### src/rtl/pipe_sink.sv
// Receive-side endpoint for pipe_stall: FWFT FIFO with registered ready and sticky overflow.
// Define PIPE_SINK_STATS_EN to add saturating beat_cnt/stall_cnt outputs.
module pipe_sink #(
  parameter int WIDTH = 8,
  parameter int DEPTH = 4
) (
  input  logic             clk,
  input  logic             rst,
  input  logic [WIDTH-1:0] din,
  input  logic             ivalid,
  output logic             rdy,
  output logic             ovalid,
  output logic [WIDTH-1:0] dout,
  input  logic             ordy,
  output logic             overflow
`ifdef PIPE_SINK_STATS_EN
  ,
  output logic [15:0]      beat_cnt,
  output logic [15:0]      stall_cnt
`endif
);

  localparam int AW = (DEPTH > 1) ? $clog2(DEPTH) : 1;
  localparam int CW = AW + 1;
  localparam logic [CW-1:0] FullCnt = CW'(DEPTH);

  logic [WIDTH-1:0] mem_q [DEPTH];
  logic [AW-1:0]    wr_ptr_q, wr_ptr_d;
  logic [AW-1:0]    rd_ptr_q, rd_ptr_d;
  logic [CW-1:0]    count_q, count_d;
  logic             rdy_q, rdy_d;
  logic             overflow_q, overflow_d;
  logic             full, push, pop;

  // A pop frees the slot in the same cycle, so a full FIFO still accepts a beat alongside it.
  always_comb begin
    full       = (count_q == FullCnt);
    pop        = (count_q != '0) & ordy;
    push       = ivalid & (~full | pop);
    wr_ptr_d   = push ? wr_ptr_q + AW'(1) : wr_ptr_q;
    rd_ptr_d   = pop  ? rd_ptr_q + AW'(1) : rd_ptr_q;
    count_d    = count_q;
    case ({push, pop})
      2'b10:   count_d = count_q + CW'(1);
      2'b01:   count_d = count_q - CW'(1);
      default: count_d = count_q;
    endcase
    rdy_d      = ((FullCnt - count_d) >= CW'(2));
    overflow_d = overflow_q | (ivalid & full & ~pop);
  end

  always_ff @(posedge clk or negedge rst) begin
    if (!rst) begin
      wr_ptr_q   <= '0;
      rd_ptr_q   <= '0;
      count_q    <= '0;
      rdy_q      <= 1'b0;
      overflow_q <= 1'b0;
    end else begin
      wr_ptr_q   <= wr_ptr_d;
      rd_ptr_q   <= rd_ptr_d;
      count_q    <= count_d;
      rdy_q      <= rdy_d;
      overflow_q <= overflow_d;
    end
  end

  // Storage carries no reset; entries are only ever read while count covers them.
  always_ff @(posedge clk) begin
    if (push) begin
      mem_q[wr_ptr_q] <= din;
    end
  end

  assign rdy      = rdy_q;
  assign ovalid   = (count_q != '0);
  assign dout     = mem_q[rd_ptr_q];
  assign overflow = overflow_q;

`ifdef PIPE_SINK_STATS_EN
  logic [15:0] beat_cnt_q, beat_cnt_d;
  logic [15:0] stall_cnt_q, stall_cnt_d;

  always_comb begin
    beat_cnt_d  = beat_cnt_q;
    stall_cnt_d = stall_cnt_q;
    if (push && (beat_cnt_q != 16'hFFFF)) begin
      beat_cnt_d = beat_cnt_q + 16'd1;
    end
    if (ovalid && !ordy && (stall_cnt_q != 16'hFFFF)) begin
      stall_cnt_d = stall_cnt_q + 16'd1;
    end
  end

  always_ff @(posedge clk or negedge rst) begin
    if (!rst) begin
      beat_cnt_q  <= '0;
      stall_cnt_q <= '0;
    end else begin
      beat_cnt_q  <= beat_cnt_d;
      stall_cnt_q <= stall_cnt_d;
    end
  end

  assign beat_cnt  = beat_cnt_q;
  assign stall_cnt = stall_cnt_q;
`endif

endmodule

### config.mk
export PLATFORM = sky130hd
export DESIGN_NAME = pipe_sink
export DESIGN_NICKNAME = d
export VERILOG_FILES = /design/src/rtl/pipe_sink.sv
export SDC_FILE = /design/constraint.sdc
export NUM_CORES = 1
export LEC_CHECK = 0
export ABC_CLOCK_PERIOD_IN_PS = 6800
export CORE_AREA = 5 5 63 70
export CTS_BUF_LIST = sky130_fd_sc_hd__clkbuf_16
export DETAILED_ROUTE_END_ITERATION = 16
export DIE_AREA = 0 0 68 75
export PLACE_DENSITY = 0.71
export SYNTH_ARGS = -nofsm -noshare
export SYNTH_HDL_FRONTEND = slang
export SYNTH_SLANG_ARGS = --single-unit
### constraint.sdc
create_clock -name clk -period 6.8 [get_ports clk]
set_input_delay 1.36 -clock clk [delete_from_list [all_inputs] [get_ports clk]]
set_output_delay 1.36 -clock clk [all_outputs]
set_load 0.005 [all_outputs]
==> qor.yml <==
fmax_ghz: 0.288
clock-sinks: 41
cp_data_required_time_ns: 6.96
io_pins: 23
seqPwrFrac: 0.415
drv_cap: 0
synth_common_cells: "edfxtp_1 (32), dfrtp_1 (9), mux4_2 (8), ha_1 (6)"
min_path_type: "reg2reg"
clkPwrFrac: 0.266
setup_ws_ns: 3.33
ys.flop_type: "edfxtp_1"
fin_nets: 138
yosys.area.top_type: "edfxtp_1"
row_count: 23
syn_area_mm2: 0.00174
grtUsageMet1: 0.155
diodes: 0
grt_pass1_wl_um: 4730
first_pass_iters: 4
arrival_ns: 3.63
internal_power_mw: 0.701
slowest_delay_ns: 0.60
syn_area_per_cell_um2: 18.7
hold_slack_ns: 0.457
synth_most_common_cell: "edfxtp_1"
cts.reportedPaths.clkPinSlew_ns: 0.05
vias_per_cell: 5.32
htree_levels: 2
gp_congestion: 0.788
slew-limit-headroom: 0.584
switching_share: 0.278
cts-buffers-inserted: 5
critical-path-top-delay-family: "adder cells"
syn_nets: 112
synthMuxAreaShare: 0.124
wire_per_inst_um: 16.6
power_mw: 0.971
grt_pass1_vias: 990
slew_viol_final: 0
cts_tree: "built"
dp_hpwl_um: 1850
clock_path_buffers: 2
final_area_mm2: 0.00217
synthTopCellsByArea: "edfxtp_1 (55%), dfrtp_1 (13%), mux4_2 (10%), ha_1 (4.3%), xnor2_1 (2.0%)"
grt_antenna_before_repair: 0
dr_total_vias: 904
outcome: "completed"
postCtsSetupRepairBufs: 0
clock_latency_ns: 0.28
path_class: "in2reg"
crit_buf_inv: 1
power.switching_mw: 0.270
async_flop_share: 0.220
die_h_um: 75
synth_fa_ha_area_frac: 0.0546
crit_chain: "clkdlybuf4s50_1 > o31ai_2 > nor2_1 > fa_1 > mux2_4 > ha_1 > nor3b_1 > mux2i_1"
port_buffers: 22
synth_edf_count: 32
crit_slowest_cell: "clkdlybuf4s50_1"
grt_max_degree: 14
skew_ns: 0.00574
dpl-instance-area_mm2: 0.00200
ys_seq_area_frac: 0.682
drt-total-wl_um: 2820
drt_iter0_drc: 58
synth_xor_area_frac: 0.0252
powerDensity_mw_per_mm2: 448
power_leakage_nw: 0.782
core-area_mm2: 0.00360
yosysWarnings: 0
die_area_mm2: 0.00510
antenna_left: 0
drt_drc_violations_left: 0
area_delta_synth_final_pct: 24.5
setup_tns_ns: 0
synth_cells: 93
synth_top_area_share: 0.552
dp_slack_ns: 3.03
grt_util_met3: 0.0582
ys_ff_latch: 41
fin_crit_ns: 3.47
synth_top_family_by_area: "multiplexers"
drive_above_1_share: 0.167
cts_resized: 0
startpoint_type: "input pin"
yosys.area_share.simple: 0.0676
rsz0062_at_grt: "no"
initial_core_util: 0.484
setup_violations: 0
critPathMaxFanout: 6
busiest_layer: "met2"
synth_cell_type_count: 29
crit_path_end_kind: "flip-flop"
synth_compound_area_frac: 0.0316
gr-total-overflow: 0
hold_viol_final: 0
post-route-period-util: 0.511
cts_hold_buf: 0
met2_usage: 0.216
combPwrFrac: 0.320
ir_worst_vdd_mv: 0.318
root_buffer: "clkbuf_16"
grt_usage: 0.135
die_w_um: 68
worst_pin_slew_ns: 0.624
## layer usage
layer	up-vias	wire, um
li1	409	-
met1	465	1120
met2	25	1450
met3	5	176
met4	0	65
met5	-	0
## cell usage in the layout (no fill, tap or decap)
| cell type | netlist | final |
|---|---|---|
| ha_1 | 6 | 6 |
| clkbuf_16 | 0 | 5 |
| xnor2_1 | 4 | 4 |
| or3_1 | 2 | 2 |
| mux2i_1 | 2 | 2 |
| nand3_1 | 1 | 1 |
| a21o_4 | 1 | 1 |
| nor3b_1 | 1 | 1 |
| clkdlybuf4s50_1 | 0 | 22 |
| o211ai_1 | 2 | 2 |
| o31ai_2 | 1 | 1 |
| nor2b_1 | 1 | 1 |
| and2_1 | 4 | 4 |
| nor4b_2 | 1 | 1 |
| edfxtp_1 | 32 | 32 |
| o21ai_1 | 1 | 1 |
| nand2_1 | 2 | 2 |
| clkinv_2 | 0 | 1 |
| and3b_1 | 1 | 1 |
| inv_1 | 2 | 3 |
| bufinv_16 | 0 | 1 |
| nor2_1 | 3 | 3 |
| fa_1 | 1 | 1 |
| nand3_2 | 1 | 1 |
| xor2_1 | 1 | 1 |
| dfrtp_1 | 9 | 9 |
| mux2_4 | 1 | 1 |
| a21o_1 | 1 | 1 |
| mux4_2 | 8 | 8 |
| or3b_1 | 1 | 1 |
## sequential cells by signal, indices dropped and copies added, names as in the netlist
register	count
wr_ptr_q	2
rd_ptr_q	2
overflow	1
mem_q	32
count_q	3
rdy	1
## area by class of cell
| class | instances | area (um^2) |
|---|---|---|
| fillers | 280 | 1430 |
| flip-flops and latches | 41 | 1190 |
| multi-input cells | 47 | 527 |
| repair buffers | 22 | 220 |
| clock buffers | 5 | 125 |
| well taps | 50 | 62.6 |
| clock inverters | 3 | 38.8 |
| inverters | 2 | 7.51 |
## through the flow
step,instances,util
5_1_grt,170,0.602
6_report,170,0.602
3_3_place_gp,162,0.557
4_1_cts,170,0.602
3_5_place_dp,162,0.557
2_1_floorplan,93,-
## path summary, 6_finish.rpt
path	slack, ns	from	end	cells after the start
worst max-delay path	3.33	ordy	rdy$_DFF_PN0_	8
worst min-delay path	0.46	overflow$_DFF_PN0_	overflow$_DFF_PN0_	1
worst max register to register	4.32	count_q[1]$_DFF_PN0_	rdy$_DFF_PN0_	7
worst min register to register	0.46	overflow$_DFF_PN0_	overflow$_DFF_PN0_	1
max in group asynchronous	5.14	rst	rd_ptr_q[1]$_DFFE_PN0N_	1
min in group asynchronous	1.38	rst	count_q[2]$_DFF_PN0_	1
## logic make-up after synthesis
group | Yosys count
xor gates and xnor gates | 5
DFF | 41
and+or+nand+nor | 18
buffers and inverters | 5
muxes | 11
adders and majority gates | 7
AOI/OAI and AO/OA | 6
## power groups by stage
stage	Combinational (mW)	Clock, mW	Sequential, mW
after floorplan	0.217	0	0.371
after global placement	0.304	0	0.406
after detailed placement	0.314	0	0.409
after CTS	0.317	0.266	0.405
after global routing	0.341	0.279	0.414
final	0.310	0.258	0.403
No activity file was read; power rests on OpenSTA's default activity.
